**config.mk**
```make
export PLATFORM = sky130hd
export DESIGN_NAME = sm_fv_bank_loader_flat
export DESIGN_NICKNAME = d
export VERILOG_FILES = /design/src/rtl/sm_fv_pkg.sv /design/src/rtl/sm_fv_bank_loader_if.sv /design/src/rtl/sm_fv_half_status.sv /design/src/rtl/sm_fv_bank_loader.sv /design/src/flat_wrapper.sv
export SDC_FILE = /design/constraint.sdc
export NUM_CORES = 1
export LEC_CHECK = 0
export CAP_MARGIN = 10
export CORE_AREA = 2 2 117 119
export DETAILED_ROUTE_END_ITERATION = 12
export DIE_AREA = 0 0 119 121
export SYNTH_ARGS = -nofsm -noshare
export SYNTH_HDL_FRONTEND = slang
export SYNTH_SLANG_ARGS = --single-unit
```
**constraint.sdc**
```tcl
create_clock -name clk -period 4.92 [get_ports clk]
set_clock_uncertainty 0.05 [all_clocks]
set_input_delay 1.476 -clock clk [delete_from_list [all_inputs] [get_ports clk]]
set_output_delay 1.476 -clock clk [all_outputs]
set_load 0.03 [all_outputs]
```
**src/rtl/sm_fv_pkg.sv**
```systemverilog
// Shared types and default geometry for the small-FV bank loader.
// Stream packet layout mirrors the big-bank controller's output record.
package sm_fv_pkg;

    localparam int FV_BW_C  = 64;
    localparam int ADDR_W_C = 7;
    localparam int DEPTH_C  = 128;

    typedef enum logic [1:0] {
        IDLE   = 2'd0,
        STREAM = 2'd1,
        DROP   = 2'd2
    } state_e;

    typedef struct packed {
        logic                sos;
        logic                eos;
        logic [FV_BW_C-1:0]  fv_data;
        logic [ADDR_W_C-1:0] a;
    } stream_pkt_t;

endpackage

```
**src/rtl/sm_fv_bank_loader_if.sv**
```systemverilog
// Consumer-side port of the small-FV loader: line reads and half hand-back.
// The master is the Vertex/Edge compute side; the slave is the loader.
interface sm_fv_bank_loader_if
    import sm_fv_pkg::*;
#(
    parameter int FV_BW  = FV_BW_C,
    parameter int ADDR_W = ADDR_W_C
);
    logic              rd_req;
    logic [ADDR_W-1:0] rd_addr;
    logic              rd_ready;
    logic              rd_valid;
    logic [FV_BW-1:0]  rd_data;
    logic              release_half;
    logic              half_ready;
    logic [ADDR_W:0]   half_lines;

    modport master (
        output rd_req, rd_addr, release_half,
        input  rd_ready, rd_valid, rd_data, half_ready, half_lines
    );

    modport slave (
        input  rd_req, rd_addr, release_half,
        output rd_ready, rd_valid, rd_data, half_ready, half_lines
    );
endinterface

```
**src/rtl/sm_fv_half_status.sv**
```systemverilog
// Ping-pong half bookkeeping: full flags, fill/read selectors, per-half line counts.
// Release and mark_full may land together; they always address different halves.
module sm_fv_half_status
    import sm_fv_pkg::*;
#(
    parameter int ADDR_W = ADDR_W_C,
    parameter int DEPTH  = DEPTH_C
) (
    input  logic            clk,
    input  logic            reset,
    input  logic            clear_lines_i,
    input  logic            inc_line_i,
    input  logic            mark_full_i,
    input  logic            release_i,
    output logic            fill_sel_o,
    output logic            rd_sel_o,
    output logic            fill_full_o,
    output logic            half_ready_o,
    output logic [ADDR_W:0] half_lines_o
);
    localparam logic [ADDR_W:0] LINES_MAX = (ADDR_W+1)'(DEPTH);
    localparam logic [ADDR_W:0] LINE_ONE  = (ADDR_W+1)'(1);

    logic [1:0]      full_q, full_d;
    logic            fill_sel_q, fill_sel_d;
    logic            rd_sel_q, rd_sel_d;
    logic [ADDR_W:0] lines_q [2];
    logic [ADDR_W:0] lines_d [2];

    always_comb begin
        full_d     = full_q;
        fill_sel_d = fill_sel_q;
        rd_sel_d   = rd_sel_q;
        lines_d    = lines_q;
        if (release_i && full_q[rd_sel_q]) begin
            full_d[rd_sel_q] = 1'b0;
            rd_sel_d         = ~rd_sel_q;
        end
        // A restart clears first so the restarting beat itself can count as line 1.
        if (clear_lines_i) begin
            lines_d[fill_sel_q] = '0;
        end
        if (inc_line_i && (lines_d[fill_sel_q] < LINES_MAX)) begin
            lines_d[fill_sel_q] = lines_d[fill_sel_q] + LINE_ONE;
        end
        if (mark_full_i) begin
            full_d[fill_sel_q] = 1'b1;
            fill_sel_d         = ~fill_sel_q;
        end
    end

    always_ff @(posedge clk or negedge reset) begin
        if (!reset) begin
            full_q     <= 2'b00;
            fill_sel_q <= 1'b0;
            rd_sel_q   <= 1'b0;
            lines_q[0] <= '0;
            lines_q[1] <= '0;
        end else begin
            full_q     <= full_d;
            fill_sel_q <= fill_sel_d;
            rd_sel_q   <= rd_sel_d;
            lines_q    <= lines_d;
        end
    end

    assign fill_sel_o   = fill_sel_q;
    assign rd_sel_o     = rd_sel_q;
    assign fill_full_o  = full_q[fill_sel_q];
    assign half_ready_o = full_q[rd_sel_q];
    assign half_lines_o = lines_q[rd_sel_q];

endmodule

```
**src/rtl/sm_fv_bank_loader.sv**
```systemverilog
// Loads the big-bank iteration stream into a ping-pong small-FV SRAM and serves reads.
// Optional macro SMFV_ERRCNT_EN adds err_cnt, a saturating count of dropped beats.
module sm_fv_bank_loader
    import sm_fv_pkg::*;
#(
    parameter int FV_BW  = FV_BW_C,
    parameter int ADDR_W = ADDR_W_C,
    parameter int DEPTH  = DEPTH_C
) (
    input  logic              clk,
    input  logic              reset,
    input  logic              in_sos,
    input  logic              in_eos,
    input  logic [FV_BW-1:0]  in_data,
    input  logic [ADDR_W-1:0] in_addr,
    output logic              sram_cen,
    output logic              sram_wen,
    output logic [ADDR_W:0]   sram_addr,
    output logic [FV_BW-1:0]  sram_d,
    input  logic [FV_BW-1:0]  sram_q,
    sm_fv_bank_loader_if.slave rd_bus,
    output logic              loaded_pulse,
    output logic              err_overflow,
    output logic              err_range
`ifdef SMFV_ERRCNT_EN
    ,
    output logic [7:0]        err_cnt
`endif
);
    localparam logic [ADDR_W:0] LINES_MAX = (ADDR_W+1)'(DEPTH);

    state_e          state_q, state_d;
    logic            fill_sel, rd_sel, fill_full, half_ready;
    logic [ADDR_W:0] half_lines;
    logic            run, take, drop_sos, in_rng, wr, rd_acc, mark_full;
    logic            loaded_q, rvld_q, ovf_q, rng_q;

    // Combinational paths are held off while reset is asserted.
    assign run = reset;

    always_comb begin
        state_d  = state_q;
        take     = 1'b0;
        drop_sos = 1'b0;
        if (run) begin
            if (in_sos) begin
                take     = !fill_full;
                drop_sos = fill_full;
            end else begin
                take     = (state_q == STREAM);
            end
        end
        if (drop_sos) begin
            state_d = in_eos ? IDLE : DROP;
        end else if (take) begin
            state_d = in_eos ? IDLE : STREAM;
        end else if (run && (state_q == DROP) && in_eos) begin
            state_d = IDLE;
        end
    end

    assign in_rng    = {1'b0, in_addr} < LINES_MAX;
    assign wr        = take && in_rng;
    assign mark_full = take && in_eos;

    // The stream owns the single SRAM port whenever it writes.
    assign rd_bus.rd_ready = half_ready && !wr;
    assign rd_acc          = rd_bus.rd_req && rd_bus.rd_ready;

    always_comb begin
        sram_cen  = 1'b1;
        sram_wen  = 1'b1;
        sram_addr = '0;
        sram_d    = '0;
        if (wr) begin
            sram_cen  = 1'b0;
            sram_wen  = 1'b0;
            sram_addr = {fill_sel, in_addr};
            sram_d    = in_data;
        end else if (rd_acc) begin
            sram_cen  = 1'b0;
            sram_addr = {rd_sel, rd_bus.rd_addr};
        end
    end

    always_ff @(posedge clk or negedge reset) begin
        if (!reset) begin
            state_q  <= IDLE;
            loaded_q <= 1'b0;
            rvld_q   <= 1'b0;
            ovf_q    <= 1'b0;
            rng_q    <= 1'b0;
        end else begin
            state_q  <= state_d;
            loaded_q <= mark_full;
            rvld_q   <= rd_acc;
            if (drop_sos) ovf_q <= 1'b1;
            if (take && !in_rng) rng_q <= 1'b1;
        end
    end

    sm_fv_half_status #(
        .ADDR_W (ADDR_W),
        .DEPTH  (DEPTH)
    ) u_status (
        .clk           (clk),
        .reset         (reset),
        .clear_lines_i (take && in_sos),
        .inc_line_i    (wr),
        .mark_full_i   (mark_full),
        .release_i     (rd_bus.release_half),
        .fill_sel_o    (fill_sel),
        .rd_sel_o      (rd_sel),
        .fill_full_o   (fill_full),
        .half_ready_o  (half_ready),
        .half_lines_o  (half_lines)
    );

`ifdef SMFV_ERRCNT_EN
    logic [7:0] err_cnt_q;
    logic       drop_beat;

    // Every cycle spent in DROP is one discarded beat of the rejected stream.
    assign drop_beat = drop_sos || (take && !in_rng) ||
                       (run && (state_q == DROP) && !in_sos);

    always_ff @(posedge clk or negedge reset) begin
        if (!reset) begin
            err_cnt_q <= '0;
        end else if (drop_beat && (err_cnt_q != 8'hFF)) begin
            err_cnt_q <= err_cnt_q + 8'd1;
        end
    end

    assign err_cnt = err_cnt_q;
`endif

    assign rd_bus.rd_valid   = rvld_q;
    assign rd_bus.rd_data    = rvld_q ? sram_q : '0;
    assign rd_bus.half_ready = half_ready;
    assign rd_bus.half_lines = half_lines;
    assign loaded_pulse      = loaded_q;
    assign err_overflow      = ovf_q;
    assign err_range         = rng_q;

endmodule

```
**src/flat_wrapper.sv**
```systemverilog
// flat-port wrapper written by rule: the top's interface ports become plain ports
module sm_fv_bank_loader_flat import sm_fv_pkg::*;
#(
    parameter int FV_BW  = FV_BW_C,
    parameter int ADDR_W = ADDR_W_C,
    parameter int DEPTH  = DEPTH_C
)
  (clk, reset, in_sos, in_eos, in_data, in_addr, sram_cen, sram_wen, sram_addr, sram_d, sram_q, loaded_pulse, err_overflow, err_range, rd_bus_rd_req, rd_bus_rd_addr, rd_bus_release_half, rd_bus_rd_ready, rd_bus_rd_valid, rd_bus_rd_data, rd_bus_half_ready, rd_bus_half_lines);
  sm_fv_bank_loader_if #(.FV_BW(FV_BW), .ADDR_W(ADDR_W)) rd_bus_i ();
  input  logic clk;
  input  logic reset;
  input  logic in_sos;
  input  logic in_eos;
  input  logic [FV_BW-1:0] in_data;
  input  logic [ADDR_W-1:0] in_addr;
  output logic sram_cen;
  output logic sram_wen;
  output logic [ADDR_W:0] sram_addr;
  output logic [FV_BW-1:0] sram_d;
  input  logic [FV_BW-1:0] sram_q;
  output logic loaded_pulse;
  output logic err_overflow;
  output logic err_range;
  input wire logic [$bits(rd_bus_i.rd_req)-1:0] rd_bus_rd_req;
  input wire logic [$bits(rd_bus_i.rd_addr)-1:0] rd_bus_rd_addr;
  input wire logic [$bits(rd_bus_i.release_half)-1:0] rd_bus_release_half;
  output wire logic [$bits(rd_bus_i.rd_ready)-1:0] rd_bus_rd_ready;
  output wire logic [$bits(rd_bus_i.rd_valid)-1:0] rd_bus_rd_valid;
  output wire logic [$bits(rd_bus_i.rd_data)-1:0] rd_bus_rd_data;
  output wire logic [$bits(rd_bus_i.half_ready)-1:0] rd_bus_half_ready;
  output wire logic [$bits(rd_bus_i.half_lines)-1:0] rd_bus_half_lines;
  assign rd_bus_i.rd_req = rd_bus_rd_req;
  assign rd_bus_i.rd_addr = rd_bus_rd_addr;
  assign rd_bus_i.release_half = rd_bus_release_half;
  assign rd_bus_rd_ready = rd_bus_i.rd_ready;
  assign rd_bus_rd_valid = rd_bus_i.rd_valid;
  assign rd_bus_rd_data = rd_bus_i.rd_data;
  assign rd_bus_half_ready = rd_bus_i.half_ready;
  assign rd_bus_half_lines = rd_bus_i.half_lines;
  sm_fv_bank_loader #(.FV_BW(FV_BW), .ADDR_W(ADDR_W), .DEPTH(DEPTH)) u_core (.clk(clk), .reset(reset), .in_sos(in_sos), .in_eos(in_eos), .in_data(in_data), .in_addr(in_addr), .sram_cen(sram_cen), .sram_wen(sram_wen), .sram_addr(sram_addr), .sram_d(sram_d), .sram_q(sram_q), .rd_bus(rd_bus_i), .loaded_pulse(loaded_pulse), .err_overflow(err_overflow), .err_range(err_range));
endmodule
```
# Word level (Yosys, flattened, before mapping)
# Cells that the tools add are included.
[word_totals]
regBits = 25
inputBits = 148
[op_classes]
n_mux = 37
order_cmp = 8
n_addsub = 1
reduce_logical = 14
eq_ne = 2
bitwise_logic = 9
[op_table]
columns = ["cell", "count"]
rows = [
  ["64-bit two-way mux", 2],
  ["8-bit two-way mux", 9],
  ["16-bit two-way mux", 2],
  ["16-bit bitwise AND", 1],
  ["16-bit bitwise mux", 1],
  ["16-bit inverter", 1],
  ["1-bit two-way mux", 14],
  ["2-bit two-way mux", 6],
  ["1-bit logical AND", 11],
  ["8-bit by 1-bit adder with 8-bit output, second input constant", 1],
  ["8-bit demux with 1-bit select", 1],
  ["8-bit < comparator, second input constant", 1],
  ["2-bit >= comparator, second input constant", 2],
  ["1-bit by 2-bit < comparator with 1-bit output, second input constant", 2],
  ["1-bit inverter with 2-bit output", 2],
  ["3-bit nonzero test", 1],
  ["2-bit bitwise AND", 1],
  ["1-bit demux with 1-bit select", 2],
  ["2-bit by 1-bit equality test with 1-bit output, second input constant", 1],
  ["2-bit equality test, second input constant", 1],
  ["1-bit >= comparator, second input constant", 2],
  ["1-bit logical NOT", 2],
  ["2-bit by 1-bit < comparator with 1-bit output, second input constant", 1],
  ["1-bit inverter", 2],
  ["other kinds (2)", 2],
]

# Depth between registers and ports, before layout
[logic_depth]
ltp_word = 14
depth_mapped = 9
mapped_depth_nobuf = 8

# Modules after synthesis
# A second synthesis with hierarchy kept.
[hier_totals]
hier_cells = 317
area_unflattened_um2 = 2586.2
[by_module_without_submodules]
columns = ["module", "area_per_inst_um2", "cells_each", "instances"]
rows = [
  ["sm_fv_bank_loader", 1321.3, 186, 1],
  ["sm_fv_half_status", 1265.0, 131, 1],
]

# Worst setup path after synthesis
# No wires, ideal clock.
[synth_path]
path_kind = "input-to-output"
from = "input in_sos"
to = "output sram_cen"
arrival_ns = 2.655
setup_slack_ns = 0.739
stages = 5
cell_sequence = "or2_1 and3_1 buf_2 clkbuf_2 nor2_1"
[synth_between]
elab_chain_len = 7
[synth_rtl]
columns = ["item", "line_no", "text"]
rows = [
  ["start, declared", "flat_wrapper.sv:12", "input logic in_sos;"],
  ["1-bit two-way mux (*)", "sm_fv_bank_loader.sv:46", "if (in_sos) begin"],
  ["1-bit two-way mux (*)", "sm_fv_bank_loader.sv:45", "if (run) begin"],
  ["1-bit logical NOT", "sm_fv_bank_loader.sv:67", "assign rd_bus.rd_ready = half_ready && !wr;"],
  ["1-bit logical AND", "sm_fv_bank_loader.sv:67", ""],
  ["1-bit logical AND", "sm_fv_bank_loader.sv:68", "assign rd_acc = rd_bus.rd_req && rd_bus.rd_ready;"],
  ["1-bit two-way mux", "sm_fv_bank_loader.sv:80", "end else if (rd_acc) begin"],
  ["1-bit two-way mux (*)", "sm_fv_bank_loader.sv:75", "if (wr) begin"],
  ["end, declared", "flat_wrapper.sv:16", "output logic sram_cen;"],
]
# Mark *: on every way between the ends. The rest lies on a longest branch, timed or not.

# Final worst setup path
[layout_path]
from = "input in_sos"
to = "output sram_wen"
[layout_between]
elab_chain_len = 3
[layout_rtl]
columns = ["item", "line_no", "text"]
rows = [
  ["1-bit two-way mux", "sm_fv_bank_loader.sv:46", ""],
  ["1-bit two-way mux", "sm_fv_bank_loader.sv:45", ""],
  ["1-bit two-way mux", "sm_fv_bank_loader.sv:75", ""],
  ["end, declared", "flat_wrapper.sv:17", "output logic sram_wen;"],
]
# Every way passes these cells.

==> qor.yml <==
seqCellArea_um2: 626
combPwrFrac: 0.741
fp.dieArea_mm2: 0.0144
hold_viol: 0
fp.dieH_um: 121
clkPwrFrac: 0.082
synthFlopType: "dfrtp_1"
dieWidth_um: 119
detail-route-antenna-nets: 0
start_util: 0.190
cellPowerDensity_mw_per_mm2: 402
cts-root-buf: "clkbuf_16"
fmax_ghz: 0.209
drt_iter0_drc: 208
drc_errors: 0
drv_slew: 0
cts_buffers: 3
status: "finished clean"
path_clk_slew_ns: 0.07
multi_input_area_mm2: 0.00171
ctsHoldBuffers: 0
ys_ff_latch: 25
swShare: 0.499
yosysSeqAreaShare: 0.252
end_kind: "primary output"
tightestPinTransition_ns: 1.07
p_int_mw: 1.14
synthCells: 307
cp_max_fo: 12
required_ns: 3.39
async_flop_share: 1.00
vias_per_cell: 4.38
finalCritPeriodShare: 0.973
syn_area_mm2: 0.00248
p_sw_mw: 1.14
syn_area_per_cell_um2: 8.08
drtPass1Iterations: 4
grt_use_total: 0.198
rows: 42
routabilityCongestion: 0.910
pwr-share-seq: 0.177
cp.arrival_ns: 3.26
finalNetCount: 748
rsz0062_at_grt: "false"
wl_per_cell_um: 19.6
io_pins: 300
ys_warn_count: 0
hpwl_um: 13300
timing.max_cap.violations: 0
p_leak_nw: 2.39
syn-num-nets: 456
grt_overflow: 0
hold_class: "flip-flop to flip-flop"
fin_tns_setup_ns: 0
routed_wl_um: 15200
startpoint_type: "input pin"
post-route-util: 0.432
core_mm2: 0.0131
layout-drive-gt1-share: 0.177
ir_worst_vdd_uv: 221
grt_max_degree: 59
insertion_delay_ns: 0.26
critical_path_class: "input pin to primary output"
clock-sinks: 25
setup_viol: 0
htreeDepth: 1
period_minus_slack_ns: 4.79
fillerInstances: 1293
grt_pass1_wl_um: 21400
hold_ws_ns: 0.436
antenna_found_initial: 6
yosysUniqueCellTypes: 50
synth_edf_count: 0
maxSlewHeadroom: 0.289
io_buffer_count: 298
cts_tree: "yes"
clockBufferDepth: 2
vias: 3395
area_growth_pct: 128
first_global_vias: 3380
cells in the final DEF, fill, tap and decap left out, types with 2 or more instances in the layout:
master | synthesis | routed
clkbuf_16 | 0 | 3
buf_4 | 1 | 79
a41oi_1 | 2 | 2
mux2_2 | 10 | 10
xnor2_1 | 4 | 4
nand2_1 | 8 | 8
nand2b_1 | 4 | 4
mux2i_1 | 11 | 11
inv_1 | 9 | 9
a311oi_1 | 2 | 2
nand3_1 | 3 | 3
a31oi_1 | 3 | 3
nor3b_1 | 2 | 2
or3_1 | 3 | 3
nor2_1 | 9 | 9
xor2_1 | 2 | 2
nor2b_1 | 3 | 3
clkdlybuf4s50_1 | 0 | 224
o22ai_1 | 4 | 4
a21oi_1 | 4 | 4
and2_1 | 128 | 128
buf_12 | 0 | 7
dfrtp_1 | 25 | 25
a22o_1 | 10 | 10
o21ai_0 | 11 | 11
nand4_1 | 3 | 3
metal layers:
metal  GRT usage  wire length [um]  up-vias  part of all wire
li1            -                 -     1617                 -
met1       0.265              6460     1540              0.43
met2       0.293              6450      218              0.42
met3       0.101              2140       14              0.14
met4      0.0193                93        6            0.0061
met5           0                47        -            0.0031
layout make-up:
| cell class | instances | area share |
|---|---|---|
| repair buffers | 311 | 0.528 |
| clock buffers | 3 | 0.0133 |
| clock inverters | 1 | 0.000885 |
| flip-flops and latches | 25 | 0.111 |
| multi-input cells | 249 | 0.302 |
| diodes | 1 | 0.000442 |
| well taps | 176 | 0.0389 |
| inverters | 9 | 0.00597 |
sequential cells by signal (all words and copies together), names as in the netlist:
register and count:
u_core.err_overflow 1, u_core.loaded_pulse 1, u_core.rd_bus.rd_valid 1, u_core.state_q 2
u_core.u_status.fill_sel_o 1, u_core.u_status.full_q 2, u_core.u_status.lines_q 16, u_core.u_status.rd_sel_o 1
synth_stat cells (2+ instances only):
cell type | count | share of area
a21oi_1 | 4 | 0.0081
mux2i_1 | 11 | 0.044
buf_2 | 8 | 0.016
nand4_1 | 3 | 0.0076
clkbuf_2 | 2 | 0.0040
a22o_1 | 10 | 0.035
a41oi_1 | 2 | 0.0071
a31oi_1 | 3 | 0.0076
inv_1 | 9 | 0.014
mux2_2 | 10 | 0.045
clkbuf_1 | 12 | 0.018
dfrtp_1 | 25 | 0.25
nand2_1 | 8 | 0.012
and2_1 | 128 | 0.32
nor2b_1 | 3 | 0.0076
nor2_1 | 9 | 0.014
nor3b_1 | 2 | 0.0060
o21ai_0 | 11 | 0.022
nand3_1 | 3 | 0.0060
nand2b_1 | 4 | 0.010
o22ai_1 | 4 | 0.010
a311oi_1 | 2 | 0.0071
or3_1 | 3 | 0.0076
xnor2_1 | 4 | 0.014
xor2_1 | 2 | 0.0071
worst max-delay path, cell delays in order:
cell             delay, ns
clkdlybuf4s50_1       0.48
or2_1                 0.27
and3_2                0.30
inv_1                 0.07
clkdlybuf4s50_1       0.66
stage by stage:
step                      total power [mW]  cells  setup WS (ns)  instance area (um2)
after global routing                  2.40    774         0.0790                 5660
after detailed placement              2.10    770         0.0930                 5570
after floorplan                       1.36    307          0.739                 2480
final                                 2.28    775          0.132                 5660
after global placement                2.08    770          0.151                 5570
after CTS                             2.29    774         0.0827                 5650
kinds of logic (layout without fill, tap and decap cells):
logic type	count (synthesis)	after routing	share of synthesized area
buf+inv	33	324	0.0595
compound gates	47	47	0.146
fa+ha+maj	1	1	0.00504
xor+xnor	6	6	0.0212
mux	21	21	0.0898
other cells	1	2	0.00151
flops	25	25	0.252
simple gates	173	173	0.425
power by group through the flow:
stage | clock network [mW] | logic (mW) | registers (mW)
2_1_floorplan | 0 | 1.00 | 0.355
3_3_place_gp | 0 | 1.68 | 0.398
3_5_place_dp | 0 | 1.70 | 0.404
4_1_cts | 0.189 | 1.70 | 0.400
5_1_grt | 0.196 | 1.79 | 0.419
6_report | 0.186 | 1.69 | 0.403
worst paths after layout:
kind / from / to / slack [ns] / cells after the start
setup / recovery: in_sos / sram_wen / 0.13 / 5
hold / removal: u_core.err_overflow / u_core.err_overflow / 0.44 / 1
setup reg to reg: u_core.u_status.fill_sel_o / u_core.u_status.lines_q[4] / 2.85 / 8
hold reg to reg: u_core.err_overflow / u_core.err_overflow / 0.44 / 1
max in group asynchronous: reset / u_core.u_status.lines_q[3] / 2.67 / 3
min in group asynchronous: reset / u_core.u_status.lines_q[7] / 1.84 / 3
repair_timing:
action,4_1_cts,5_1_grt
gates resized for setup,0,1
endpoints found under the setup margin,0,19
setup buffers,0,0
(Power assumes the default switching activity.)
